$ cat config.mk
export PLATFORM = sky130hd
export DESIGN_NAME = rng_share_arbiter_flat
export DESIGN_NICKNAME = d
export VERILOG_FILES = /design/src/rtl/rng_pkg.sv /design/src/rtl/rng_share_arbiter_if.sv /design/src/rtl/rr_arbiter_core.sv /design/src/rtl/rng_share_arbiter.sv /design/src/flat_wrapper.sv
export SDC_FILE = /design/constraint.sdc
export NUM_CORES = 1
export LEC_CHECK = 0
export ABC_AREA = 1
export CORE_ASPECT_RATIO = 1.25
export CORE_MARGIN = 5
export CORE_UTILIZATION = 49
export CTS_CLUSTER_SIZE = 40
export DETAILED_ROUTE_END_ITERATION = 8
export PLACE_DENSITY = 0.79
export RECOVER_POWER = 100
export SETUP_SLACK_MARGIN = 0.4
export SLEW_MARGIN = 20
export SYNTH_ARGS = -nofsm -noshare
export SYNTH_HDL_FRONTEND = slang
export SYNTH_SLANG_ARGS = --single-unit
$ cat constraint.sdc
create_clock -name clk -period 2.17 [get_ports clk]
set_input_delay 0.217 -clock clk [delete_from_list [all_inputs] [get_ports clk]]
set_output_delay 0.217 -clock clk [all_outputs]
set_load 0.02 [all_outputs]
$ cat src/rtl/rng_pkg.sv
// Shared types and the circular round-robin pick used by the RNG share arbiter.
package rng_pkg;

  localparam int unsigned RNG_WIDTH = 52;
  localparam int unsigned MAX_REQ   = 8;

  typedef logic [RNG_WIDTH-1:0] rng_word_t;

  typedef enum logic {
    WARMUP = 1'b0,
    RUN    = 1'b1
  } arb_state_t;

  // One-hot of the first set req bit at or above ptr, searched circularly over n bits.
  function automatic logic [MAX_REQ-1:0] rr_pick(input logic [MAX_REQ-1:0] req,
                                                 input logic [2:0]         ptr,
                                                 input int unsigned        n);
    logic [MAX_REQ-1:0] pick;
    logic               found;
    logic [2:0]         idx;
    pick  = '0;
    found = 1'b0;
    for (int unsigned i = 0; i < MAX_REQ; i++) begin
      idx = 3'((32'(ptr) + i) % n);
      if (i < n && !found && req[idx]) begin
        pick[idx] = 1'b1;
        found     = 1'b1;
      end
    end
    return pick;
  endfunction

endpackage

$ cat src/rtl/rng_share_arbiter_if.sv
// Generator, requester and debug signals of the RNG share arbiter.
interface rng_share_arbiter_if #(
  parameter int unsigned N_REQ = 4,
  parameter int unsigned WIDTH = rng_pkg::RNG_WIDTH,
  parameter int unsigned OVR_W = 16
);
  import rng_pkg::*;

  logic [WIDTH-1:0] rnd_in;
  logic             rnd_valid;
  logic [N_REQ-1:0] req;
  logic [N_REQ-1:0] gnt;
  logic [WIDTH-1:0] rnd_out;
  logic             ready;
  logic             word_avail;
  logic [OVR_W-1:0] overrun_cnt;

  modport master (
    input  rnd_in, rnd_valid, req,
    output gnt, rnd_out, ready, word_avail, overrun_cnt
  );

  modport slave (
    output rnd_in, rnd_valid, req,
    input  gnt, rnd_out, ready, word_avail, overrun_cnt
  );
endinterface

$ cat src/rtl/rr_arbiter_core.sv
// Combinational round-robin pick with a registered pointer that advances past each winner.
module rr_arbiter_core
  import rng_pkg::*;
#(
  parameter int unsigned N_REQ = 4
) (
  input  logic             clk,
  input  logic             reset,
  input  logic [N_REQ-1:0] req,
  input  logic             en,
  output logic [N_REQ-1:0] pick_c
);

  localparam int unsigned PTR_W = $clog2(N_REQ);

  logic [PTR_W-1:0] ptr;
  logic [PTR_W-1:0] win_c;

  assign pick_c = N_REQ'(rr_pick(MAX_REQ'(req), 3'(ptr), N_REQ));

  always_comb begin
    win_c = '0;
    for (int unsigned i = 0; i < N_REQ; i++) begin
      if (pick_c[i]) win_c = PTR_W'(i);
    end
  end

  // An empty request vector leaves the pointer where it is.
  always_ff @(posedge clk) begin
    if (!reset) begin
      ptr <= '0;
    end else if (en && (|req)) begin
      ptr <= (win_c == PTR_W'(N_REQ - 1)) ? '0 : win_c + PTR_W'(1);
    end
  end

endmodule

$ cat src/rtl/rng_share_arbiter.sv
// Hands each post-warm-up random word to exactly one requester, round-robin, counting lost words.
module rng_share_arbiter
  import rng_pkg::*;
#(
  parameter int unsigned N_REQ   = 4,
  parameter int unsigned WIDTH   = RNG_WIDTH,
  parameter int unsigned DISCARD = 2,
  parameter int unsigned OVR_W   = 16
) (
  input  logic           clk,
  input  logic           reset,
  rng_share_arbiter_if.master bus
);

  localparam int unsigned CNT_W = 4;

  arb_state_t       state;
  logic [CNT_W-1:0] disc_cnt;
  logic [WIDTH-1:0] hold;
  logic             avail;
  logic [N_REQ-1:0] gnt;
  logic [WIDTH-1:0] rnd_out;
  logic             ready;
  logic [OVR_W-1:0] ovr_cnt;
  logic             grant_c;
  logic [N_REQ-1:0] pick_c;

  assign grant_c = (state == RUN) && avail && (|bus.req);

  rr_arbiter_core #(.N_REQ(N_REQ)) u_core (
    .clk    (clk),
    .reset  (reset),
    .req    (bus.req),
    .en     (grant_c),
    .pick_c (pick_c)
  );

  // The strobe that completes warm-up is consumed by the counter, never stored.
  always_ff @(posedge clk) begin
    if (!reset) begin
      state    <= WARMUP;
      disc_cnt <= '0;
      hold     <= '0;
      avail    <= 1'b0;
      gnt      <= '0;
      rnd_out  <= '0;
      ready    <= 1'b0;
      ovr_cnt  <= '0;
    end else begin
      gnt <= grant_c ? pick_c : '0;
      if (grant_c) rnd_out <= hold;
      case (state)
        WARMUP: begin
          if (DISCARD == 0) begin
            state <= RUN;
            ready <= 1'b1;
          end else if (bus.rnd_valid) begin
            disc_cnt <= disc_cnt + CNT_W'(1);
            if (disc_cnt == CNT_W'(DISCARD - 1)) begin
              state <= RUN;
              ready <= 1'b1;
            end
          end
        end
        RUN: begin
          if (bus.rnd_valid) begin
            hold  <= bus.rnd_in;
            avail <= 1'b1;
            if (avail && !grant_c && (ovr_cnt != '1)) ovr_cnt <= ovr_cnt + OVR_W'(1);
          end else if (grant_c) begin
            avail <= 1'b0;
          end
        end
        default: state <= WARMUP;
      endcase
    end
  end

  assign bus.gnt         = gnt;
  assign bus.rnd_out     = rnd_out;
  assign bus.ready       = ready;
  assign bus.word_avail  = avail;
  assign bus.overrun_cnt = ovr_cnt;

endmodule

$ cat src/flat_wrapper.sv
// flat-port wrapper written by rule: the top's interface ports become plain ports
module rng_share_arbiter_flat import rng_pkg::*;
#(
  parameter int unsigned N_REQ   = 4,
  parameter int unsigned WIDTH   = RNG_WIDTH,
  parameter int unsigned DISCARD = 2,
  parameter int unsigned OVR_W   = 16
)
  (clk, reset, bus_rnd_in, bus_rnd_valid, bus_req, bus_gnt, bus_rnd_out, bus_ready, bus_word_avail, bus_overrun_cnt);
  rng_share_arbiter_if #(.N_REQ(N_REQ), .WIDTH(WIDTH), .OVR_W(OVR_W)) bus_i ();
  input  logic clk;
  input  logic reset;
  input wire logic [$bits(bus_i.rnd_in)-1:0] bus_rnd_in;
  input wire logic [$bits(bus_i.rnd_valid)-1:0] bus_rnd_valid;
  input wire logic [$bits(bus_i.req)-1:0] bus_req;
  output wire logic [$bits(bus_i.gnt)-1:0] bus_gnt;
  output wire logic [$bits(bus_i.rnd_out)-1:0] bus_rnd_out;
  output wire logic [$bits(bus_i.ready)-1:0] bus_ready;
  output wire logic [$bits(bus_i.word_avail)-1:0] bus_word_avail;
  output wire logic [$bits(bus_i.overrun_cnt)-1:0] bus_overrun_cnt;
  assign bus_i.rnd_in = bus_rnd_in;
  assign bus_i.rnd_valid = bus_rnd_valid;
  assign bus_i.req = bus_req;
  assign bus_gnt = bus_i.gnt;
  assign bus_rnd_out = bus_i.rnd_out;
  assign bus_ready = bus_i.ready;
  assign bus_word_avail = bus_i.word_avail;
  assign bus_overrun_cnt = bus_i.overrun_cnt;
  rng_share_arbiter #(.N_REQ(N_REQ), .WIDTH(WIDTH), .DISCARD(DISCARD), .OVR_W(OVR_W)) u_core (.clk(clk), .reset(reset), .bus(bus_i));
endmodule
==> flow_summary_export.csv, run 1 <==
group,metric,value,unit
outcome,outcome,"complete, no violations",
global_routing,antenna_found_initial,0,
flow_run,maxCapViolations,0,
detailed_routing,viasPerCell,5.18,
die,die_w,104,um
global_routing,grt_use_total,21.2,%
synth,netlist-cell-type-count,34,
synth,synthSimpleGateAreaFrac,29.3,%
synth,synthesis.area,5420,um2
global_routing,overflow,0,
synth,synth_top_family_by_area,"simple AND/OR/NAND/NOR gates",
setup_path,crit_path_end_kind,"flop",
clock_tree,clock_latency,0.41,ns
setup_path,crit_fanout,8,
sta,fin_crit_sh,86.6,%
detailed_routing,drc,0,
synth,synth_nets,795,
setup_path,cp_slowest_cell,"dfxtp_2",
sta,finalMaxSlewViolations,0,
synth,yosys_warnings,0,
setup_path,slowest_delay,0.38,ns
synth,avgSynthCellArea,7.46,um2
synth,synthXorXnorAreaFrac,1.29,%
sta,fin_tns_setup,0,ns
finish,nets,930,
sta,max_freq,0.532,GHz
die,start_util,49.4,%
synth,muxShareOfSynthArea,0,%
placed_design,port_buffers,132,
detailed_routing,detail_route.wl_per_cell,14.1,um
clock_tree,clk_pin_slew,0.06,ns
finish,area_delta_synth_final,39.6,%
synth,synthCells,727,
sta,holdWs,0.175,ns
clock_tree,clock_sinks,133,
setup_path,startpoint_type,"flop",
sta,worst-slew-pin-transition,0.549,ns
sta,finalHoldViolCount,0,
placed_design,hpwlAfterDp,9.67,mm
global_routing,grt_max_degree,55,
die,rows,43,
die,dieArea,13300,um2
die,die_y,128,um
setup_path,arrival,2.21,ns
clock_tree,cts-root-buf,"clkbuf_16",
finish,drive_gt1_share,10.6,%
clock_tree,cts.path.max_buffers,2,
finish,antenna_cells_inserted,0,
power,powerDensity,795,nW/um2
sta,max-slew-margin-rel,63.4,%
global_routing,grt_pass1_wl,23.3,mm
synth,synth-compound-area-share,12.6,%
setup_path,critPathTopFamily,"simple AND/OR/NAND/NOR gates",
die,core-area,11000,um2
die,ios,133,
setup_path,crit_buf_inv,2,
sta,setup_viol,0,
finish,final_util,68.9,%
sta,period_needed,1.88,ns
detailed_routing,drt_wl_total,14.2,mm
power,max-vdd-ir-drop,394,uV
global_routing,grt_pass1_vias,5034,
synth,synthAdderAreaFrac,2.08,%
detailed_routing,drt.antenna.violating_nets,0,
clock_tree,cts-htree-levels,4,
power,p_leak,3.11,nW
synth,ys_ff_latch,133,
sta,clock_skew,0.00527,ns
sta,rsz0062_at_grt,"true",
clock_tree,cts_tree,"built",
setup_path,crit_type,"flop to flop",
hold_path,min_path_type,"input pin to flop",
detailed_routing,num_vias,5230,
setup_path,crit_required,2.50,ns
detailed_routing,drtIter0Drc,281,
synth,yosysSeqAreaShare,49.1,%
detailed_routing,dr.pass1.iters,5,
placed_design,gp_congestion,0.882,
clock_tree,cts_buffers,17,
setup_path,cp_cell_sequence,"ha_4 > inv_2 > nor3_4 > nand2_1 > nor3_4 > nor3_4 > buf_4 > nand2_1 > nand2_1 > a21oi_1",
power,power,0.00602,W
[cell usage after synthesis]
library cell	n	share of area, %
o21ai_0	109	10
buf_2	3	0.28
xor2_1	4	0.65
clkbuf_1	32	2.2
dfxtp_1	133	49
a21oi_1	18	1.7
nand3_1	33	3.0
nor2_1	228	16
nor3b_2	1	0.23
clkinv_1	2	0.14
nand3_2	4	0.74
nor3_2	1	0.18
nand2_4	3	0.62
a21oi_2	2	0.32
buf_1	1	0.069
nand2_1	66	4.6
a31oi_1	1	0.12
nor3_1	6	0.55
nor3_4	3	0.90
a41oi_1	1	0.16
inv_2	7	0.48
nor2_4	1	0.21
inv_6	1	0.16
nand3b_1	2	0.28
nand2_2	8	0.92
buf_6	1	0.21
xnor2_1	4	0.65
nor2_2	3	0.35
o21bai_1	1	0.14
nor4_1	1	0.12
inv_1	30	2.1
nand4_1	7	0.81
ha_1	9	2.1
o21ai_1	1	0.092
[layout by cell type (no fill, tap or decap), drive strengths merged, types with 19 or more instances in the layout]
master,count
nor2,232
dlygate4sd3,70
nand2,77
a21oi,20
inv,41
o21ai,110
dfxtp,133
buf,19
nand3,37
clkbuf,26
clkdlybuf4s50,57
[worst register-to-register path, stage by stage, from the launching register on]
cell	delay, ns
dfxtp_2	0.38
ha_4	0.16
inv_2	0.05
nor3_4	0.19
nand2_1	0.13
nor3_4	0.22
nor3_4	0.08
buf_4	0.14
nand2_1	0.20
nand2_1	0.09
a21oi_1	0.16
[final cells by class]
cell class | instances | area (um2)
fill | 918 | 3410
sequential | 133 | 2670
tap | 135 | 169
timing repair buffer | 153 | 1450
clock buffer | 19 | 453
inverter | 40 | 155
clock inverter | 13 | 196
multi-input combinational | 517 | 2470
[through the flow]
step	worst slack (ns)	std cells	cell area, um2
after CTS	0.404	1002	7530
after global placement	0.317	970	6870
after global routing	0.192	1010	7570
final	0.290	1010	7570
after floorplan	0.401	727	5420
after detailed placement	0.210	970	6870
[cells by family after synthesis]
kind of cell             Yosys count
AO/OA/AOI/OAI                    133
buffers and inverters             77
adder cells (fa/ha/maj)            9
AND/OR/NAND/NOR                  367
flip-flops                       133
XOR/XNOR                           8
[routing by layer]
layer | part of all wire (%) | vias to the layer above | GRT usage [%] | wire (um)
met2 | 52 | 171 | 37.8 | 7400
met4 | 2.1 | 0 | 8.00 | 295
met5 | 0 | - | 0 | 0
li1 | - | 2615 | - | -
met1 | 40 | 2418 | 24.1 | 5720
met3 | 5.6 | 26 | 5.71 | 795
[sequential cells by signal, summed over array words and instances, names as in the netlist]
register                flops
u_core.bus.gnt              4
u_core.bus.overrun_cnt     16
u_core.bus.ready            1
u_core.bus.rnd_out         52
u_core.bus.word_avail       1
u_core.disc_cnt             4
u_core.hold                52
u_core.state                1
u_core.u_core.ptr           2
[worst paths after layout]
kind	startpoint	end	slack, ns	cells past startpoint
setup reg to reg	u_core.bus.overrun_cnt[1]	u_core.bus.overrun_cnt[14]	0.29	10
setup / recovery	u_core.bus.overrun_cnt[1]	u_core.bus.overrun_cnt[14]	0.29	10
hold reg to reg	u_core.bus.ready	u_core.bus.ready	0.47	2
hold / removal	reset	u_core.disc_cnt[2]	0.18	3
[power breakdown]
part / internal, W / leakage, nW / switching (W)
clock network: 0.00200 / 0.304 / 0.00108
logic: 0.000191 / 1.73 / 0.000208
registers: 0.00250 / 1.08 / 0.0000348
total: 0.00469 / 3.11 / 0.00133
[timing repair]
action                     4_1_cts  5_1_grt
setup endpoints to repair        2       68
buffers inserted                 0        8
hold buffers                     0        0
pin swaps                        0        5
resized for setup                2       20
Note: power is estimated with default switching activity, not from simulation.
==> run 2: changes to the inputs <==
GPL_TIMING_DRIVEN = 1   (was unset)
==> results of run 2 <==
No change in the layout: final DEF, timing and power equal those of run 1.
==> run 3: changes to the inputs <==
CORE_UTILIZATION = 50   (was 49)
DONT_BUFFER_PORTS = 1   (was unset)
PLACE_DENSITY = unset   (was 0.79)
==> flow_summary_export.csv, run 3 (same netlist as run 1, synthesis figures left out) <==
group,metric,value,unit
sta,worst-slew-pin-transition,0.560,ns
power,p_comb_share,4.0,%
setup_path,slowest_delay,0.50,ns
detailed_routing,drt_wl_total,12.8,mm
detailed_routing,drtIter0Drc,216,
setup_path,cp_slowest_cell,"dfxtp_1",
global_routing,top_usage_layer,"met2",
power,seq_power_share,43.4,%
setup_path,crit_type,"flop to flop",
power,powerDensity,934,nW/um2
die,core-area,10600,um2
global_routing,grt_pass1_vias,4287,
power,p_sw,0.00121,W
sta,rsz0062_at_grt,"true",
setup_path,crit_path_end_kind,"flop",
sta,setup_viol,0,
sta,finalHoldViolCount,112,
clock_tree,cts-root-buf,"clkbuf_16",
global_routing,groute.layer.met1.usage,20.9,%
die,ios,133,
setup_path,cp_cell_sequence,"inv_1 > nor2_1 > nand2_1 > nor2_4 > nand2_1 > nand2_2 > inv_2 > nand2_1 > nand2_1 > nor3b_2",
placed_design,place_inst,840,
sta,fin_crit_sh,82.9,%
setup_path,startpoint_type,"flop",
power,clockPowerShare,52.6,%
detailed_routing,detail_route.wl_per_cell,14.6,um
detailed_routing,drc,0,
placed_design,gp_congestion,0.841,
sta,max-slew-margin-rel,62.6,%
clock_tree,cts_tree,"built",
finish,final_cell_mix,"nor2_1 (228), dfxtp_1 (131), o21ai_0 (109), nand2_1 (68), nand3_1 (33)",
clock_tree,cts_buffers,17,
placed_design,port_buffers,0,
finish,nets,800,
sta,holdWs,-0.0587,ns
sta,period_needed,1.80,ns
finish,drive_gt1_share,11.2,%
clock_tree,cts.path.max_buffers,2,
detailed_routing,dr.pass1.iters,4,
power,p_int,0.00465,W
die,die_w,103,um
finish,instances_no_fill,878,
finish,fillers,1049,
setup_path,arrival,2.08,ns
global_routing,grt_pass1_wl,20.5,mm
power,p_leak,2.39,nW
die,die_y,126,um
setup_path,crit_fanout,10,
global_routing,grtUsageMet3,9.28,%
global_routing,antenna_found_initial,5,
power,power,0.00586,W
finish,final_common_cell,"nor2_1",
power,max-vdd-ir-drop,707,uV
outcome,outcome,"complete, but fails checks",
global_routing,grt_max_degree,117,
flow_run,maxCapViolations,0,
sta,max_freq,0.556,GHz
sta,fin_tns_setup,0,ns
setup_path,crit_required,2.45,ns
finish,final_util,59.1,%
sta,finalMaxSlewViolations,0,
die,rows,42,
hold_path,min_path_type,"input pin to flop",
global_routing,use_met2,33.6,%
outcome,violations,"negative hold slack",
detailed_routing,drt.antenna.violating_nets,0,
detailed_routing,num_vias,4516,
setup_path,critPathTopFamily,"simple AND/OR/NAND/NOR gates",
clock_tree,clk_pin_slew,0.06,ns
global_routing,grt_use_total,19.7,%
die,dieArea,13000,um2
clock_tree,clock_latency,0.41,ns
setup_path,crit_buf_inv,2,
detailed_routing,viasPerCell,5.14,
finish,area_delta_synth_final,15.8,%
global_routing,overflow,0,
power,swShare,20.7,%
clock_tree,clock_sinks,133,
die,start_util,51.1,%
sta,clock_skew,0.00779,ns
placed_design,hpwlAfterDp,8.98,mm
setup_path,crit_top_cell,"nand2_1",
clock_tree,cts-htree-levels,4,
## run 3: cell count changes in the layout (fill, tap and decap cells not counted), sizes merged
cell,delta
clkinvlp,-2
buf,-4
bufinv,+1
clkdlybuf4s50,-57
inv,-3
clkinv,+4
dlygate4sd3,-70
diode,+2
## run 3: area by class of cell
class	instances	area (um2)	share of cell area (%)
antenna	2	5.00	0.0797
clock buffer	18	439	6.99
clock inverter	13	206	3.29
inverter	40	155	2.47
multi-input combinational	517	2470	39.3
sequential	133	2670	42.5
tap	132	165	2.63
timing repair buffer	23	170	2.71
## run 3: worst paths after layout
check	startpoint	end	slack (ns)	cells past startpoint
hold reg to reg	u_core.hold[22]	u_core.hold[22]	0.47	2
setup reg to reg	u_core.bus.overrun_cnt[8]	u_core.bus.overrun_cnt[6]	0.37	10
hold / removal	reset	u_core.bus.overrun_cnt[3]	-0.06	2
setup / recovery	u_core.bus.overrun_cnt[8]	u_core.bus.overrun_cnt[6]	0.37	10
## run 3: stage by stage
stage	hold slack, ns	area, um2	setup WS [ns]
final	-0.0587	6280	0.371
after global routing	-0.0649	6280	0.203
after CTS	-0.0714	6240	0.436
after detailed placement	0.362	5580	0.359
after global placement	0.359	5580	0.421
after floorplan	0.384	5420	0.401
## run 3: power groups by stage
stage	logic, W	clock network, W	registers (W)
6_report	0.000232	0.00308	0.00254
5_1_grt	0.000272	0.00328	0.00255
4_1_cts	0.000233	0.00314	0.00255
3_5_place_dp	0.000232	0	0.00260
3_3_place_gp	0.000224	0	0.00260
2_1_floorplan	0.000205	0	0.00259
## run 3: worst register-to-register path, cell delays in order (launching register included)
cell,delay (ns)
dfxtp_1,0.50
inv_1,0.14
nor2_1,0.15
nand2_1,0.14
nor2_4,0.18
nand2_1,0.09
nand2_2,0.09
inv_2,0.09
nand2_1,0.10
nand2_1,0.05
nor3b_2,0.14
## run 3: metal layers
layer  up-vias  routed length (um)
li1       2351                   -
met5         -                  40
met3        29                1210
met4         8                 203
met2       116                6550
met1      2012                4780
## run 3: repair_timing
| action | in CTS | in global routing |
|---|---|---|
| pin swaps | 0 | 4 |
| resized for setup | 2 | 19 |
| buffers inserted | 0 | 5 |
| endpoints found under the hold margin | 114 | 110 |
| endpoints found under the setup margin | 2 | 17 |
